[src/rtl/priority_grant_arbiter_pkg.sv]
// Shared constants and state encoding for the priority grant arbiter.
package priority_grant_arbiter_pkg;

  localparam int unsigned NUM_REQ = 8;
  localparam int unsigned ID_W    = 3;

  typedef enum logic [1:0] {
    IDLE  = 2'd0,
    GRANT = 2'd1,
    GAP   = 2'd2
  } arb_state_e;

endpackage

[src/rtl/Binary_Priority_Encoder.sv]
// 8-to-3 priority encoder: lowest set index wins; done flags any set input while enabled.
module Binary_Priority_Encoder
  import priority_grant_arbiter_pkg::*;
(
  input  logic                 en,
  input  logic [0:NUM_REQ-1]   I,
  output logic [ID_W-1:0]      Y,
  output logic                 done
);

  always_comb begin
    Y    = '0;
    done = 1'b0;
    if (en) begin
      // Walk from the lowest priority up so the lowest index is written last.
      for (int i = NUM_REQ - 1; i >= 0; i--) begin
        if (I[i]) begin
          Y    = ID_W'(i);
          done = 1'b1;
        end
      end
    end
  end

endmodule

[src/rtl/priority_grant_arbiter.sv]
// Fixed-priority 8-requester arbiter with grant hold, hold timeout and timed-out requester masking.
module priority_grant_arbiter
  import priority_grant_arbiter_pkg::*;
#(
  parameter int unsigned HOLD_MAX = 16
) (
  input  logic               clk,
  input  logic               rst_n,
  input  logic               en,
  input  logic [0:NUM_REQ-1] req,
  output logic [0:NUM_REQ-1] gnt,
  output logic [ID_W-1:0]    gnt_id,
  output logic               gnt_valid,
  output logic               timeout
);

  localparam int unsigned CntW = (HOLD_MAX > 0) ? $clog2(HOLD_MAX + 1) : 1;
  localparam logic [CntW-1:0] HoldLast = (HOLD_MAX == 0) ? '0 : CntW'(HOLD_MAX - 1);

  arb_state_e          state_q, state_d;
  logic [0:NUM_REQ-1]  gnt_q, gnt_d;
  logic [0:NUM_REQ-1]  mask_q, mask_d;
  logic [ID_W-1:0]     id_q, id_d;
  logic [CntW-1:0]     hold_cnt_q, hold_cnt_d;
  logic                timeout_q, timeout_d;

  logic [0:NUM_REQ-1]  elig;
  logic [ID_W-1:0]     next_id;
  logic                any_elig;

  assign elig = req & ~mask_q;

  Binary_Priority_Encoder u_enc (
    .en   (en),
    .I    (elig),
    .Y    (next_id),
    .done (any_elig)
  );

  always_comb begin
    state_d    = state_q;
    gnt_d      = gnt_q;
    id_d       = id_q;
    hold_cnt_d = hold_cnt_q;
    timeout_d  = 1'b0;
    // A mask bit lasts only while its requester keeps requesting.
    mask_d     = mask_q & req;

    unique case (state_q)
      IDLE: begin
        gnt_d = '0;
        if (en && any_elig) begin
          id_d          = next_id;
          gnt_d[next_id] = 1'b1;
          hold_cnt_d    = '0;
          state_d       = GRANT;
        end
      end
      GRANT: begin
        if (!req[id_q]) begin
          gnt_d   = '0;
          state_d = GAP;
        end else if ((HOLD_MAX != 0) && (hold_cnt_q == HoldLast)) begin
          gnt_d        = '0;
          mask_d[id_q] = 1'b1;
          timeout_d    = 1'b1;
          state_d      = GAP;
        end else if (HOLD_MAX != 0) begin
          hold_cnt_d = hold_cnt_q + CntW'(1);
        end
      end
      GAP: begin
        gnt_d   = '0;
        state_d = IDLE;
      end
      default: begin
        gnt_d   = '0;
        state_d = IDLE;
      end
    endcase
  end

  always_ff @(posedge clk or negedge rst_n) begin
    if (!rst_n) begin
      state_q    <= IDLE;
      gnt_q      <= '0;
      mask_q     <= '0;
      id_q       <= '0;
      hold_cnt_q <= '0;
      timeout_q  <= 1'b0;
    end else begin
      state_q    <= state_d;
      gnt_q      <= gnt_d;
      mask_q     <= mask_d;
      id_q       <= id_d;
      hold_cnt_q <= hold_cnt_d;
      timeout_q  <= timeout_d;
    end
  end

  assign gnt       = gnt_q;
  assign gnt_id    = id_q;
  assign gnt_valid = |gnt_q;
  assign timeout   = timeout_q;

endmodule

[config.mk]
export PLATFORM = sky130hd
export DESIGN_NAME = priority_grant_arbiter
export DESIGN_NICKNAME = d
export VERILOG_FILES = /design/src/rtl/priority_grant_arbiter_pkg.sv /design/src/rtl/Binary_Priority_Encoder.sv /design/src/rtl/priority_grant_arbiter.sv
export SDC_FILE = /design/constraint.sdc
export NUM_CORES = 1
export LEC_CHECK = 0
export CORE_MARGIN = 4
export CORE_UTILIZATION = 51
export CTS_CLUSTER_DIAMETER = 200
export CTS_CLUSTER_SIZE = 25
export DETAILED_ROUTE_END_ITERATION = 8
export PLACE_DENSITY_LB_ADDON = 0.05
export SYNTH_ARGS = -nofsm -noshare
export SYNTH_HDL_FRONTEND = slang
export SYNTH_SLANG_ARGS = --single-unit
[constraint.sdc]
create_clock -name clk -period 2 [get_ports clk]
set_input_delay 0.4 -clock clk [delete_from_list [all_inputs] [get_ports clk]]
set_output_delay 0.4 -clock clk [all_outputs]
set_load 0.02 [all_outputs]
==> impl_metrics.ini <==
[run_status]
status = finished clean

[route]
drt_wl_total_mm = 3.07
first_iter_violations = 41
ant_nets = 0
route.vias.total = 1179
viasPerCell = 5.84
drtPass1Iterations = 4
drc = 0
wire_per_inst_um = 15.2

[clock_network]
clkTransAtPathRegs_ns = 0.16
cts_sinks = 27
root_buffer = clkbuf_4
cts_made_buffers = 3
clock_latency_ns = 0.33
clockBufferDepth = 2
hold_buffers = 0
htree_levels = 1
cts_tree = yes

[sta]
min_period_ns = 1.89
worst_pin_slew_ns = 0.572
fmax_mhz = 528
slew_headroom_pct = 61.7
finalClockSkew_ns = 0.00720
setup_viol = 0
setup_ws_ns = 0.107
slew_viol_final = 0
post-route-period-util_pct = 94.7
finalHoldViolCount = 0
rsz0062_at_grt = no

[power]
p_per_area_nw_per_um2 = 926
clockPowerShare_pct = 15.4
power.total_mw = 1.63
p_sw_share_pct = 38.0
ir_drop_mv = 0.655
power_switching_mw = 0.619
p_leak_nw = 0.764
p_int_mw = 1.01
combPwrFrac_pct = 41.6
seqPwrFrac_pct = 43.0

[placed_design]
post-dp-hpwl_mm = 2.28
place_area_um2 = 1700
dpl_worst_slack_ns = -0.169
place.gp.congestion = 0.836
io_buffers = 23

[synth]
synth_top_area_share_pct = 50.3
synth_common_cells = dfrtp_1, nand2_1, nand2b_1, o21ai_0, nand3_1
syn_inst = 133
synth_async_sr_flop_share_pct = 100
synth_area_per_cell_um2 = 10.1
syn_nets = 146
synth_top_area_cell = dfrtp_1
ys_seq_area_share_pct = 50.3
synth_ff_type = dfrtp_1
yosysUniqueCellTypes = 37
yosys-top-cells-area = dfrtp_1, nand2b_1, nand2_1, o21ai_0, a22o_1
synth_area_um2 = 1340
ys_seq_elements = 27
synth_edf_count = 0
yosysWarnings = 0
yosysMostFrequentCell = dfrtp_1

[worst_setup_path]
worst_setup_path_start_kind = flop
crit_slowest_cell = clkdlybuf4s50_1
crit_arrival_ns = 1.49
cp_top_family = buffers and inverters
r2r_cells = 5
path_class = reg -> out
end_kind = output pin
cp_num_cells = 1
rrSetupSlack_ns = 0.14
critical_path.cell_chain = clkdlybuf4s50_1
worst-path-max-fanout = 8
slowest_delay_ns = 0.64
r2r-end = mask_q[2]
crit_buf_inv = 1
required_ns = 1.60
r2r-start = gnt_id[1]

[hold_path]
hp-class = in -> async

[global_route]
grt_max_degree = 28
met3_usage_pct = 1.96
met1_usage_pct = 28.7
grt_pass1_vias = 1127
antenna_found_initial = 0
grt_pass1_wl_mm = 5.40
grt-busiest-layer = met2
grt-ovfl-total = 0
grt_use_met2_pct = 32.9
track_usage_pct = 20.1

[layout]
area_delta_synth_final_pct = 30.8
n_antenna_cell = 0
final_nets = 186
drive_gt1_share_pct = 16.3
finalInstanceArea_um2 = 1760
final_util_pct = 70.3

[floorplanning]
die_h_um = 59.3
core_um2 = 2500
io_pins = 24
rows = 18
dieArea_um2 = 3520
fp.dieW_um = 59.3
start_util_pct = 53.8

[flow_run]
drv_cap = 0
-- metal layers --
metal | vias to the layer above | share of wire (%) | wire length, µm
met2 | 18 | 49 | 1490
met5 | - | 0 | 0
met4 | 0 | 0.46 | 14
li1 | 571 | - | -
met3 | 2 | 3.5 | 107
met1 | 588 | 47 | 1460
-- metrics by stage --
| step | setup TNS [ns] | hold slack (ns) | instances |
|---|---|---|---|
| final | 0 | 0.419 | 202 |
| after global routing | 0 | 0.441 | 202 |
| after CTS | 0 | 0.429 | 200 |
| after detailed placement | -1.69 | 0.476 | 196 |
| after global placement | -0.954 | 0.461 | 196 |
| after floorplan | 0 | 0.104 | 133 |
-- flip-flops by register name, summed over array words and instances (netlist names) --
name,cells
hold_cnt_q,5
timeout,1
mask_q,8
gnt_id,3
state_q,2
gnt,8
-- cell type report --
class / instances / area [µm²]
Multi-Input combinational cell: 99 / 652
Tap cell: 30 / 37.5
Inverter: 3 / 11.3
Clock inverter: 1 / 7.51
Clock buffer: 3 / 22.5
Sequential cell: 27 / 678
Timing Repair Buffer: 39 / 349
Fill cell: 203 / 742
-- power groups by stage --
stage	clock, mW	combinational [mW]	sequential [mW]
after CTS	0.260	0.649	0.701
after detailed placement	0	0.637	0.710
final	0.251	0.677	0.700
after floorplan	0	0.365	0.717
after global routing	0.281	0.748	0.712
after global placement	0	0.630	0.709
-- worst max-delay path by stage --
stage                              from             to  slack [ns]
after floorplan           hold_cnt_q[0]  hold_cnt_q[2]        0.21
final                         gnt_id[0]      gnt_id[0]        0.11
after detailed placement         req[6]         gnt[7]       -0.17
after global placement           req[6]         gnt[3]       -0.09
after CTS                 hold_cnt_q[0]  hold_cnt_q[3]        0.07
after global routing      hold_cnt_q[0]  hold_cnt_q[3]        0.02
-- cell families after synthesis --
family	count (synthesis)	share of synthesized area, %
adder cells (fa/ha/maj)	2	1.86
AND/OR/NAND/NOR	56	23.5
AO/OA/AOI/OAI	37	19.2
flip-flops	27	50.3
multiplexers	4	2.98
buffers and inverters	7	2.23
-- worst register-to-register path, stage by stage, from the launching register on --
cell     delay (ns)
dfrtp_2        0.47
or2_1          0.28
o22ai_2        0.25
nor2_2         0.11
or4b_4         0.57
o21ai_1        0.15
-- cells in the final DEF, fill, tap and decap left out, types with 2 or more instances in the layout --
cell	n
a21oi_1	3
a22o_1	5
a32o_1	4
and3_1	2
buf_4	16
clkbuf_4	3
clkdlybuf4s50_1	22
dfrtp_1	25
dfrtp_2	2
ha_2	2
inv_1	3
mux2i_1	4
nand2_1	15
nand2b_1	10
nand3_1	6
nor2_1	3
nor2b_1	4
nor3_1	2
nor3b_1	3
nor4_1	2
o211ai_1	2
o21ai_0	10
o21ai_1	5
-- what timing repair did --
action | 4_1_cts | 5_1_grt
buffers inserted | 0 | 2
endpoints found under the setup margin | 4 | 5
gates resized for setup | 3 | 4
pin swaps | 0 | 0
No activity file was read; power rests on OpenSTA's default activity.
